===== src/rtl/mem_copy_dma.sv =====
// Block-copy DMA engine: reads a word, writes it, repeats until the word count
// is exhausted. Overlapping ranges are copied back-to-front when needed so the
// result matches memmove. Memory strobes decode only registered state/pointers.
module mem_copy_dma #(
   parameter int ADDR_W    = 19,
   parameter int DATA_W    = 19,
   parameter int MEM_WORDS = 262144
) (
   input  logic              clk,
   input  logic              rst_n,
   input  logic              start,
   input  logic              abort,
   input  logic [ADDR_W-1:0] src_addr,
   input  logic [ADDR_W-1:0] dst_addr,
   input  logic [ADDR_W-1:0] len,
   output logic              busy,
   output logic              done,
   output logic              error,
   output logic [ADDR_W-1:0] words_done,
   output logic              mem_valid,
   output logic              mem_write,
   output logic [ADDR_W-1:0] mem_addr,
   output logic [DATA_W-1:0] mem_wdata,
   input  logic [DATA_W-1:0] mem_rdata
);

   typedef enum logic [1:0] {
      ST_IDLE = 2'd0,
      ST_RD   = 2'd1,
      ST_WR   = 2'd2,
      ST_FIN  = 2'd3
   } state_t;

   // Range limit widened by one bit so src+len never wraps during the check.
   localparam logic [ADDR_W:0] MEM_LIMIT = (ADDR_W+1)'(MEM_WORDS);

   state_t            r_state;
   state_t            w_state_next;
   logic [ADDR_W-1:0] r_src_ptr;
   logic [ADDR_W-1:0] r_dst_ptr;
   logic [ADDR_W-1:0] r_remaining;
   logic [ADDR_W-1:0] r_words_done;
   logic              r_down;
   logic              r_error;

   logic [ADDR_W:0]   w_src_end;
   logic [ADDR_W:0]   w_dst_end;
   logic              w_range_err;
   logic              w_len_zero;
   logic              w_overlap_down;
   logic              w_accept;
   logic              w_last_word;

   assign w_src_end      = {1'b0, src_addr} + {1'b0, len};
   assign w_dst_end      = {1'b0, dst_addr} + {1'b0, len};
   assign w_range_err    = (w_src_end > MEM_LIMIT) || (w_dst_end > MEM_LIMIT);
   assign w_len_zero     = (len == '0);
   // Destination starts inside the source range above its base: copy from the top
   // down so no source word is overwritten before it has been read.
   assign w_overlap_down = (dst_addr > src_addr) && ({1'b0, dst_addr} < w_src_end);
   assign w_accept       = (r_state == ST_IDLE) && start;
   assign w_last_word    = (r_remaining == ADDR_W'(1));
   assign words_done     = r_words_done;

   // State register.
   always_ff @(posedge clk or negedge rst_n) begin
      if (!rst_n) begin
         r_state <= ST_IDLE;
      end else begin
         r_state <= w_state_next;
      end
   end

   // Next-state decode and output strobes, all derived from the registered state.
   always_comb begin
      w_state_next = r_state;
      busy         = 1'b0;
      done         = 1'b0;
      error        = 1'b0;
      mem_valid    = 1'b0;
      mem_write    = 1'b0;
      mem_addr     = '0;
      mem_wdata    = '0;
      unique case (r_state)
         ST_IDLE: begin
            if (start) begin
               w_state_next = (w_range_err || w_len_zero) ? ST_FIN : ST_RD;
            end
         end
         ST_RD: begin
            busy         = 1'b1;
            mem_valid    = 1'b1;
            mem_addr     = r_src_ptr;
            w_state_next = abort ? ST_FIN : ST_WR;
         end
         ST_WR: begin
            busy         = 1'b1;
            mem_valid    = 1'b1;
            mem_write    = 1'b1;
            mem_addr     = r_dst_ptr;
            mem_wdata    = mem_rdata;
            w_state_next = (abort || w_last_word) ? ST_FIN : ST_RD;
         end
         ST_FIN: begin
            done         = 1'b1;
            error        = r_error;
            w_state_next = ST_IDLE;
         end
         default: begin
            w_state_next = ST_IDLE;
         end
      endcase
   end

   // Pointer, count and status registers: loaded on an accepted start, stepped on each write.
   always_ff @(posedge clk or negedge rst_n) begin
      if (!rst_n) begin
         r_src_ptr    <= '0;
         r_dst_ptr    <= '0;
         r_remaining  <= '0;
         r_words_done <= '0;
         r_down       <= 1'b0;
         r_error      <= 1'b0;
      end else if (w_accept) begin
         r_error      <= w_range_err;
         r_words_done <= '0;
         r_remaining  <= len;
         r_down       <= w_overlap_down;
         if (w_overlap_down) begin
            r_src_ptr <= w_src_end[ADDR_W-1:0] - ADDR_W'(1);
            r_dst_ptr <= w_dst_end[ADDR_W-1:0] - ADDR_W'(1);
         end else begin
            r_src_ptr <= src_addr;
            r_dst_ptr <= dst_addr;
         end
      end else if (r_state == ST_WR) begin
         r_words_done <= r_words_done + ADDR_W'(1);
         r_remaining  <= r_remaining - ADDR_W'(1);
         if (r_down) begin
            r_src_ptr <= r_src_ptr - ADDR_W'(1);
            r_dst_ptr <= r_dst_ptr - ADDR_W'(1);
         end else begin
            r_src_ptr <= r_src_ptr + ADDR_W'(1);
            r_dst_ptr <= r_dst_ptr + ADDR_W'(1);
         end
      end
   end

endmodule


===== config.mk =====
export PLATFORM = sky130hd
export DESIGN_NAME = mem_copy_dma
export DESIGN_NICKNAME = d
export VERILOG_FILES = /design/src/rtl/mem_copy_dma.sv
export SDC_FILE = /design/constraint.sdc
export NUM_CORES = 1
export LEC_CHECK = 0
export CAP_MARGIN = 25
export CORE_ASPECT_RATIO = 0.7
export CORE_MARGIN = 2
export CORE_UTILIZATION = 35
export CTS_BUF_LIST = sky130_fd_sc_hd__clkbuf_8
export CTS_CLUSTER_SIZE = 30
export DETAILED_ROUTE_END_ITERATION = 10
export HOLD_SLACK_MARGIN = 0.08
export PLACE_DENSITY = 0.66
export SLEW_MARGIN = 20
export SYNTH_ARGS = -nofsm -noshare
export SYNTH_HDL_FRONTEND = slang
export SYNTH_SLANG_ARGS = --single-unit

===== constraint.sdc =====
create_clock -name clk -period 3.5 [get_ports clk]
set_input_delay 0.7 -clock clk [delete_from_list [all_inputs] [get_ports clk]]
set_output_delay 0.7 -clock clk [all_outputs]
set_load 0.01 [all_outputs]

==> summary.md <==
| Metric | Value |
|---|---|
| Status | finished with violations |
| Failing checks | negative setup slack |
| Worst setup path start | len[8] |
| Final clock skew | 0.01390 ns |
| Port Buf Inserts | 141 |
| Synth unique cells | 96 |
| Finish-stage setup viols | 41 |
| Post-layout util | 54.65% |
| Post-place setup slack | -1.524 ns |
| Post-detail-place hpwl | 31,730 µm |
| Core Rows | 52 |
| Die span in x | 209.6 µm |
| Max IR drop VDD | 279.9 µV |
| MaxCap Viol Count | 0 |
| Worst-Margin Slew | 0.8868 ns |
| Vias in the first global route | 11,520 |
| Synth async-reset ratio | 100.0% |
| Worst r2r src | r_down |
| CP endpoint | r_src_ptr[16] |
| Post-synthesis instance area | 0.01035 mm² |
| Length of the first detailed-routing pass in iterations | 6 |
| Core Area | 0.02902 mm² |
| Final instance area | 0.01586 mm² |
| Syn Area/Cell | 7.868 µm² |
| Routability cong. | 0.9338 |
| Critical Path Source Type | input pin |
| Reg2reg setup slack | -0.17 ns |
| # diodes | 0 |
| Hold slack final | 0.3377 ns |
| Multiplexer share of the synthesized area | 1.124% |
| FF-to-FF path depth | 11 |
| Slew Limit Fails | 0 |
| Synth area leaders | dfrtp_1, ha_1, xnor2_1 |
| Synth area leader | dfrtp_1 |
| Clk slew on worst S/H paths | 0.10 ns |
| Ports | 142 |
| Post-synth EDFFs | 0 |
| Worst slew margin | 40.05% |
| Most common cell in the synthesized netlist | ha_1 |
| Post-synthesis sequential area ratio | 19.33% |
| Post-synthesis simple-gate area fraction | 23.60% |
| Total die area | 0.03100 mm² |
| Critical path data arrival time | 4.45 ns |
| Clk_lat worst skew | 0.39 ns |
| Required @ worst endpoint | 3.78 ns |
| Number of H-tree levels | 3 |
| First-pass GRT wire length | 62,230 µm |
| Final Power | 9835 µW |
| DP Area | 0.01430 mm² |
| Worst Path Max Fanout | 8 |
| Root buf cell | clkbuf_8 |
| Synth Warn # | 0 |
| Unrepaired setup endpoints after global routing | yes |
| Longest Clk Path Bufs | 2 |
| Via density | 5.675 |
| Post-synth top cells | ha_1, o21ai_0, nand2_1, dfrtp_1, nor2_1 |
| GRT Overall Usage | 25.42% |
| Initial core utilization | 35.68% |
| Nets | 1,936 |
| Remaining global-route overflow | 0 |
| Clk sinks | 80 |
| Fillers | 2,597 |
| Leak | 0.006914 µW |
| Min Tclk post-route | 4.167 ns |
| XOR/XNOR Fraction of Synth Area | 7.951% |
| Initial antenna violation count | 0 |
| WS Path Type | input pin to flop |
| Largest family of logic cells by synthesized area | compound AO/OA/AOI/OAI gates |
| Post-route ant nets | 0 |
| Pin count of the biggest net entering global routing | 81 |
| Yosys reg bits | 80 |
| Vias | 12,020 |
| Critical path endpoint category | flop |
| Max incr delay on CP | 0.30 ns |
| Adder-cell share of the synthesized area | 15.03% |
| Drt wl/cell | 19.13 µm |
| Area growth, synth to finish | 53.15% |
| Fin crit share | 119.1% |
| Starting DRT DRC Count | 835 |
| TritonCTS clock tree | done |
| Worst setup margin | -0.6669 ns |
| Fmax | 240.0 MHz |
| Wirelength, routed | 40,510 µm |
| Pwr dens | 620.2 mW/mm² |
| Class of the worst hold path | input pin to async pin |
| RR Endpoint | r_src_ptr[18] |
| Gate Count Post-Synth | 1,316 |
| Primary FF master, synth | dfrtp_1 |
| Syn_nets | 1,518 |
| Post-synthesis compound-gate area fraction | 28.21% |
| Post-synth top area share | 19.33% |
| Final Hold Fails | 0 |
| Most common cell on crit path | buf_6 |
| Die Height | 147.9 µm |
| Critical Path, Cell by Cell | buf_6 > ha_4 > buf_4 > a21o_4 > nor3b_4 > a211oi_2 > o21ai_2 > o311a_1 > inv_2 > ha_2 > a21o_1 > a211oi_4 > o211ai_1 > a21oi_1 > a21oi_2 > o22a_1 > buf_6 > o21ai_4 > buf_6 > buf_16 > a21oi_2 > o31ai_1 |
| CTS buffer count | 9 |
| Slowest stage cell, crit path | o311a_1 |
| DRC Markers | 0 |
| Layout cell share with drive strength beyond 1 | 32.26% |
-- registers in the layout (all words and copies together), names as in the netlist --
signal       flops
r_dst_ptr       19
words_done      19
r_src_ptr       19
r_error          1
r_down           1
r_remaining     19
r_state          2
-- cell usage in the layout, fill, tap and decap left out, drive strengths merged, types with 44 or more instances in the layout --
cell / n
buf: 343
ha: 118
o21ai: 113
clkdlybuf4s50: 99
nand2: 88
dfrtp: 80
nor2: 78
a21oi: 75
inv: 71
xnor2: 61
nand3: 59
nor2b: 44
-- through the flow --
| step | cells | TNS [ns] |
|---|---|---|
| CTS | 2103 | -20.99 |
| detailed placement | 2055 | -57.67 |
| global route | 2117 | -28.39 |
| finish | 2117 | -22.79 |
| global placement | 2055 | -53.52 |
| floorplan | 1316 | -20.45 |
-- routing by layer --
metal	up-vias	GRT usage [%]	wire [µm]
li1	5775	-	-
met1	5726	37.25	19160
met2	463	39.65	17720
met3	51	3.888	2927
met4	0	4.894	708
met5	-	0	0
-- kinds of logic after synthesis --
group,count (synthesis)
and+or+nand+nor,453
AOI/OAI and AO/OA,431
buffers and inverters,125
adders and majority gates,122
xor gates and xnor gates,94
DFF,80
muxes,11
-- critical path, delay by kind of cell --
family,cells,cell delay [ns]
AO/OA/AOI/OAI,13,2.34
adder cells (fa/ha/maj),2,0.40
buffers and inverters,6,0.76
AND/OR/NAND/NOR,1,0.23
-- worst min-delay path by stage --
stage	slack, ns	end	depth (start not counted)
2_1_floorplan	0.40	r_down	0
5_1_grt	0.39	words_done[1]	1
3_3_place_gp	0.47	r_error	2
3_5_place_dp	0.47	r_error	2
6_report	0.34	words_done[3]	1
4_1_cts	0.50	r_error	2
-- report_power, final --
group | switching (µW) | internal, µW | total [µW]
Sequential | 422 | 1330 | 1750
Clock | 416 | 286 | 702
Combinational | 3900 | 3480 | 7380
Total | 4740 | 5090 | 9840
-- final cells by class --
class	instances	area, µm²	share of cell area [%]
multi-input combinational	1111	8915	56.21
timing repair buffer	463	4021	25.36
sequential	80	2002	12.62
tap	378	473.0	2.982
inverter	69	259.0	1.633
clock buffer	10	137.6	0.8678
clock inverter	6	51.30	0.3235
-- what timing repair did --
action | 4_1_cts | 5_1_grt
hold buffers | 0 | 0
endpoints found under the setup margin | 41 | 41
gates resized for setup | 255 | 90
gates cloned | 5 | 0
pin swaps | 83 | 76
buffers inserted | 28 | 15
hold endpoints to repair | 0 | 0
Note: power is estimated with default switching activity, not from simulation.
